### src/rtl/note_player.sv
// Note player: loads note/duration from the song reader, counts beats, pulses note_done,
// and answers the activate/parameters handshake. Optional macro: NOTE_PLAYER_FAST_FWD_EN.
module note_player #(
    parameter int unsigned NOTE_W  = 6,
    parameter int unsigned DUR_W   = 6,
    parameter int unsigned PARAM_W = 3
) (
    input  logic               clk,
    input  logic               reset,
    input  logic               play,
    input  logic               load_new_note,
    input  logic [NOTE_W-1:0]  note,
    input  logic [DUR_W-1:0]   duration,
    input  logic               beat,
    input  logic               ff_switch0,
    input  logic               activate,
    input  logic [PARAM_W-1:0] parameters,
    output logic               note_done,
    output logic               note_active,
    output logic [NOTE_W-1:0]  current_note,
    output logic [DUR_W-1:0]   beats_left,
    output logic [PARAM_W-1:0] timbre,
    output logic               activate_done
);

    typedef enum logic [1:0] {
        IDLE    = 2'd0,
        PLAYING = 2'd1,
        DONE    = 2'd2
    } state_t;

    state_t            state;
    state_t            state_nxt;
    logic [NOTE_W-1:0] note_nxt;
    logic [DUR_W-1:0]  beats_nxt;
    logic [DUR_W-1:0]  dec;
    logic              done_nxt;
    logic              active_nxt;

    // Beats consumed per qualifying beat tick
`ifdef NOTE_PLAYER_FAST_FWD_EN
    assign dec = ff_switch0 ? DUR_W'(2) : DUR_W'(1);
`else
    logic unused_ff_switch0;
    assign unused_ff_switch0 = ff_switch0;
    assign dec = DUR_W'(1);
`endif

    always_ff @(posedge clk or posedge reset) begin
        if (reset) begin
            state        <= IDLE;
            current_note <= '0;
            beats_left   <= '0;
            note_done    <= 1'b0;
            note_active  <= 1'b0;
        end else begin
            state        <= state_nxt;
            current_note <= note_nxt;
            beats_left   <= beats_nxt;
            note_done    <= done_nxt;
            note_active  <= active_nxt;
        end
    end

    // A load wins over everything, including a coincident beat or the DONE cycle
    always_comb begin
        state_nxt = state;
        note_nxt  = current_note;
        beats_nxt = beats_left;
        if (load_new_note) begin
            note_nxt  = note;
            beats_nxt = duration;
            state_nxt = (duration == DUR_W'(0)) ? DONE : PLAYING;
        end else begin
            case (state)
                PLAYING: begin
                    if (beat && play) begin
                        if (beats_left <= dec) begin
                            beats_nxt = '0;
                            state_nxt = DONE;
                        end else begin
                            beats_nxt = beats_left - dec;
                        end
                    end
                end
                DONE:    state_nxt = IDLE;
                default: state_nxt = IDLE;
            endcase
        end
        done_nxt   = (state_nxt == DONE);
        active_nxt = (state_nxt == PLAYING) && (note_nxt != NOTE_W'(0));
    end

    // Four-phase responder: latch once per request, release after activate drops
    always_ff @(posedge clk or posedge reset) begin
        if (reset) begin
            timbre        <= '0;
            activate_done <= 1'b0;
        end else if (activate && !activate_done) begin
            timbre        <= parameters;
            activate_done <= 1'b1;
        end else if (!activate) begin
            activate_done <= 1'b0;
        end
    end

endmodule

### config.mk
export PLATFORM = sky130hd
export DESIGN_NAME = note_player
export DESIGN_NICKNAME = d
export VERILOG_FILES = /design/src/rtl/note_player.sv
export SDC_FILE = /design/constraint.sdc
export NUM_CORES = 1
export LEC_CHECK = 0
export CAP_MARGIN = 0
export CORE_MARGIN = 4
export CORE_UTILIZATION = 42
export DETAILED_ROUTE_END_ITERATION = 8
export PLACE_DENSITY = 0.78
export SYNTH_ARGS = -nofsm -noshare
export SYNTH_HDL_FRONTEND = slang
export SYNTH_SLANG_ARGS = --single-unit
### constraint.sdc
create_clock -name clk -period 1.9 [get_ports clk]
set_input_delay 0.38 -clock clk [delete_from_list [all_inputs] [get_ports clk]]
set_output_delay 0.38 -clock clk [all_outputs]
set_load 0.02 [all_outputs]
# Word-level counts from Yosys, hierarchy flattened
# Cells that the tools add are included.
[word_totals]
reg_bits = 20
output_inout_bits = 18
[op_classes]
n_addsub = 1
magnitude_cmp = 1
eq_ne = 4
n_mux = 12
reduce_logical = 9
[op_table]
columns = ["op", "count"]
rows = [
  ["two-way mux 6 bit", 5],
  ["two-way mux 2 bit", 5],
  ["less-or-equal comparator 6 x 1 -> 1 bit (second input constant)", 1],
  ["logical NOT 6 bit", 1],
  ["nonzero test 6 bit", 1],
  ["subtractor 6 x 1 -> 6 bit (second input constant)", 1],
  ["== test 2 x 1 -> 1 bit (second input constant)", 2],
  ["nonzero test 2 bit", 2],
  ["logical AND 1 bit", 3],
  ["== test 2 bit (second input constant)", 1],
  ["two-way mux 1 bit", 2],
  ["!= test 2 x 1 -> 1 bit (second input constant)", 1],
  ["AND reduction 2 bit", 1],
  ["logical NOT 1 bit", 1],
]

# Depth between registers and ports, before layout
[logic_depth]
ltp_word = 7
mapped_depth = 6
mapped_depth_nobuf = 6

# Worst setup path before layout
# OpenSTA, ideal clock, no wires.
[synth_path]
kind = "register -> register"
startpoint = "register beats_left[0]"
endpoint = "register note_active"
setup_time_ns = 0.128
arrival_ns = 1.351
t_required_ns = 1.772
setup_slack_ns = 0.421
stages_incl_launch_ff = 7
path_buffers = 0
cell_sequence = "dfrtp_1 > inv_1 > ha_1 > o21ba_2 > nand4_1 > a22o_1 > a21boi_1"
[synth_via]
elab_chain_cells = 7
[synth_lines]
columns = ["element", "line_no", "text"]
rows = [
  ["start, declared", "21", "output logic [DUR_W-1:0] beats_left,"],
  ["start signal, assigned", "59", "beats_left <= beats_nxt;"],
  ["less-or-equal comparator 6 x 1 -> 1 bit", "78", "if (beats_left <= dec) begin"],
  ["two-way mux 2 bit", "78", ""],
  ["two-way mux 2 bit", "77", "if (beat && play) begin"],
  ["two-way mux 2 bit", "75", "case (state)"],
  ["two-way mux 2 bit", "70", "if (load_new_note) begin"],
  ["via state_nxt[0]", "33", "state_t state_nxt;"],
  ["== test 2 x 1 -> 1 bit", "91", "active_nxt = (state_nxt == PLAYING) && (note_nxt != NOTE_W'(0));"],
  ["logical AND 1 bit", "91", ""],
  ["via active_nxt", "38", "logic active_nxt;"],
  ["end signal, assigned", "61", "note_active <= active_nxt;"],
  ["end, declared", "19", "output logic note_active,"],
]
# The timed path passes the listed nets, and every way through them passes these cells.
# A chain may end at the register's enable or synchronous reset.

# Worst setup path in the final report
[layout_path]
startpoint = "register beats_left[3]"
endpoint = "output port beats_left[3]"
# No word-level cell between the ends.

==> results.py <==
metrics = {
    "yosys": {
        "synthArstFlopShare_pct": 100,
        "ys_ff_latch": 20,
        "yosysWarnings": 0,
        "ys.flop_type": "dfrtp_1",
        "synth_edf_count": 0,
        "synth_cell_type_count": 30,
        "syn_area_um2": 990,
        "syn_inst": 83,
        "syn_area_per_cell_um2": 11.9,
        "ys_seq_area_share_pct": 50.6,
        "synthesis.nets": 107,
    },
    "die": {
        "core_area_um2": 2230,
        "dieArea_um2": 3200,
        "io-pin-count": 40,
        "rows": 17,
        "start_util_pct": 44.3,
        "die_h_um": 56.5,
        "die_width_um": 56.5,
    },
    "final_layout": {
        "final_net_count": 151,
        "num_antenna_cells": 0,
        "area_growth_pct": 49.4,
        "seqCellArea_um2": 503,
        "fillers": 181,
        "multiInputGateArea_um2": 455,
        "drive_gt1_share_pct": 21.4,
    },
    "setup_path": {
        "path_max_fanout": 6,
        "cp.arrival_ps": 1420,
        "crit_required_ps": 1520,
        "r2r-start": "beats_left[0]",
        "critPathBufInv": 1,
        "critical_path.endpoint_type": "primary output",
        "cp_slowest_cell": "clkdlybuf4s50_1",
        "rrSetupSlack_ps": 340,
        "worstPathCellList": "clkdlybuf4s50_1",
        "timing.rr.end": "note_active",
        "critPathMaxStageDelay_ps": 640,
        "crit_family": "buffers and inverters",
        "crit_path_start_kind": "flop",
        "crit_type": "flop to primary output",
        "rr_worst_depth": 6,
    },
    "drt": {
        "wl_per_cell_um": 14.1,
        "drtAntennaViolNets": 0,
        "via_per_inst": 5.17,
        "via_count": 796,
        "first_iter_violations": 8,
        "first_pass_iters": 3,
        "wirelength_mm": 2.17,
        "drc": 0,
    },
    "grt": {
        "antenna_found_initial": 0,
        "grt_pass1_vias": 839,
        "gr-total-overflow": 0,
        "grt_max_degree": 21,
        "grt_usage_pct": 15.2,
        "grt_pass1_wl_mm": 3.80,
    },
    "timing": {
        "rsz0062_at_grt": "no",
        "hold_slack_ps": 389,
        "slew_viol_final": 0,
        "finalHoldViolations": 0,
        "fmax_ghz": 0.556,
        "timing.final.crit_period_ps": 1800,
        "clock_skew_ps": 2.48,
        "fin_crit_sh_pct": 94.7,
        "slew_headroom_pct": 81.0,
        "finalSetupViolations": 0,
        "worst_pin_slew_ps": 285,
        "setup_tns_ps": 0,
    },
    "power": {
        "power_mw": 1.15,
        "leakagePower_nw": 0.612,
        "p_comb_share_pct": 26.3,
        "p_seq_share_pct": 43.8,
        "clock_power_share_pct": 29.9,
        "vdd_ir_drop_max_mv": 0.957,
        "power.density_nw_per_um2": 780,
        "p_sw_uw": 309,
        "switching_share_pct": 26.8,
        "p_int_uw": 844,
    },
    "clock_network": {
        "cts_root_buf": "clkbuf_4",
        "clock_latency_ps": 300,
        "cts_num_sinks": 20,
        "numCtsBuffers": 3,
        "cts_tree": "yes",
        "clk_pin_slew_ps": 110,
        "cts_htree_levels": 1,
        "cts_buffer_depth": 2,
        "hold_buffers": 0,
    },
    "place": {
        "gp_congestion": 0.861,
        "dpl.hpwl_mm": 1.73,
        "port_buffers": 38,
    },
    "job": {
        "drv_cap": 0,
    },
    "worst_hold_path": {
        "hold_path_class": "primary input to asynchronous set/reset pin",
    },
    "status": {
        "outcome": "completed",
    },
}
logic make-up (layout without fill, tap and decap cells):
| kind of cell | count (synthesis) | count (layout) | share of synthesized area [%] |
|---|---|---|---|
| simple gates | 25 | 25 | 19.1 |
| flops | 20 | 20 | 50.6 |
| compound gates | 16 | 16 | 11.1 |
| mux | 12 | 12 | 13.3 |
| buf+inv | 8 | 51 | 3.41 |
| fa+ha+maj | 2 | 2 | 2.53 |
worst max path at each step:
stage,startpoint,cells past startpoint,end,slack [ps]
floorplan,beats_left[0],6,note_active,420
global route,beats_left[0],1,beats_left[0],50
finish,beats_left[3],1,beats_left[3],100
global placement,load_new_note,4,note_active,-6
detailed placement,load_new_note,4,note_active,-40
CTS,beats_left[2],1,beats_left[2],50
metal layers:
layer	GRT usage (%)	vias up	wire length, µm
li1	-	391	-
met5	0	-	0
met1	17.3	389	907
met4	6.10	0	23
met2	27.4	12	1150
met3	3.22	4	89
power by group through the flow:
stage               clock (mW)  sequential (mW)  combinational, mW
CTS                      0.356            0.505              0.308
global placement             0            0.510              0.300
floorplan                    0            0.557              0.107
global route             0.374            0.513              0.327
finish                   0.345            0.505              0.304
detailed placement           0            0.513              0.307
placed cells by master, fill, tap and decap left out, types with 3 or more instances in the layout:
| cell type | n |
|---|---|
| o21ai_1 | 4 |
| inv_1 | 4 |
| mux2i_1 | 3 |
| clkdlybuf4s50_1 | 38 |
| buf_4 | 5 |
| nor2_1 | 3 |
| a21oi_1 | 4 |
| nand2_1 | 7 |
| dfrtp_1 | 18 |
| clkbuf_4 | 3 |
| mux2_2 | 9 |
synthesized netlist by cell type, types with 2 or more instances:
library cell	count	share of area (%)
a21oi_1	4	2.0
buf_2	3	1.5
nor4_1	2	1.3
dfrtp_1	20	51
mux2_2	9	10
nor3b_1	2	1.5
o21ai_1	4	2.0
nor3_1	2	1.0
mux2i_1	3	3.0
inv_1	4	1.5
nand2_1	7	2.7
ha_1	2	2.5
a211oi_1	2	1.5
nor2_1	3	1.1
tightest hold or removal path, cell delays in order:
cell	delay, ps
clkdlybuf4s50_1	400
inv_1	50
buf_4	250
stage by stage:
step	cell area [µm²]	worst slack, ps	util, %	cells
2_1_floorplan	990	421	-	83
3_3_place_gp	1420	-5.66	63.8	150
3_5_place_dp	1420	-40.8	63.8	150
4_1_cts	1480	45.8	66.2	154
5_1_grt	1480	48.8	66.2	154
6_report	1480	101	66.2	154
repair_timing:
action,CTS,global route
setup buffers,0,0
gates resized for setup,1,1
setup endpoints to repair,1,1
cell type report:
| type | instances | area share, % |
|---|---|---|
| clock inverters | 1 | 2.03 |
| inverters | 4 | 1.02 |
| repair buffers | 43 | 28.3 |
| flip-flops and latches | 20 | 34.0 |
| clock buffers | 3 | 1.52 |
| multi-input cells | 55 | 30.8 |
| well taps | 28 | 2.37 |
flip-flops by register name (all words and copies together) (netlist names):
signal / count
activate_done: 1
timbre: 3
state: 2
note_done: 1
beats_left: 6
current_note: 6
note_active: 1
Power figures use the tool's default switching activity.
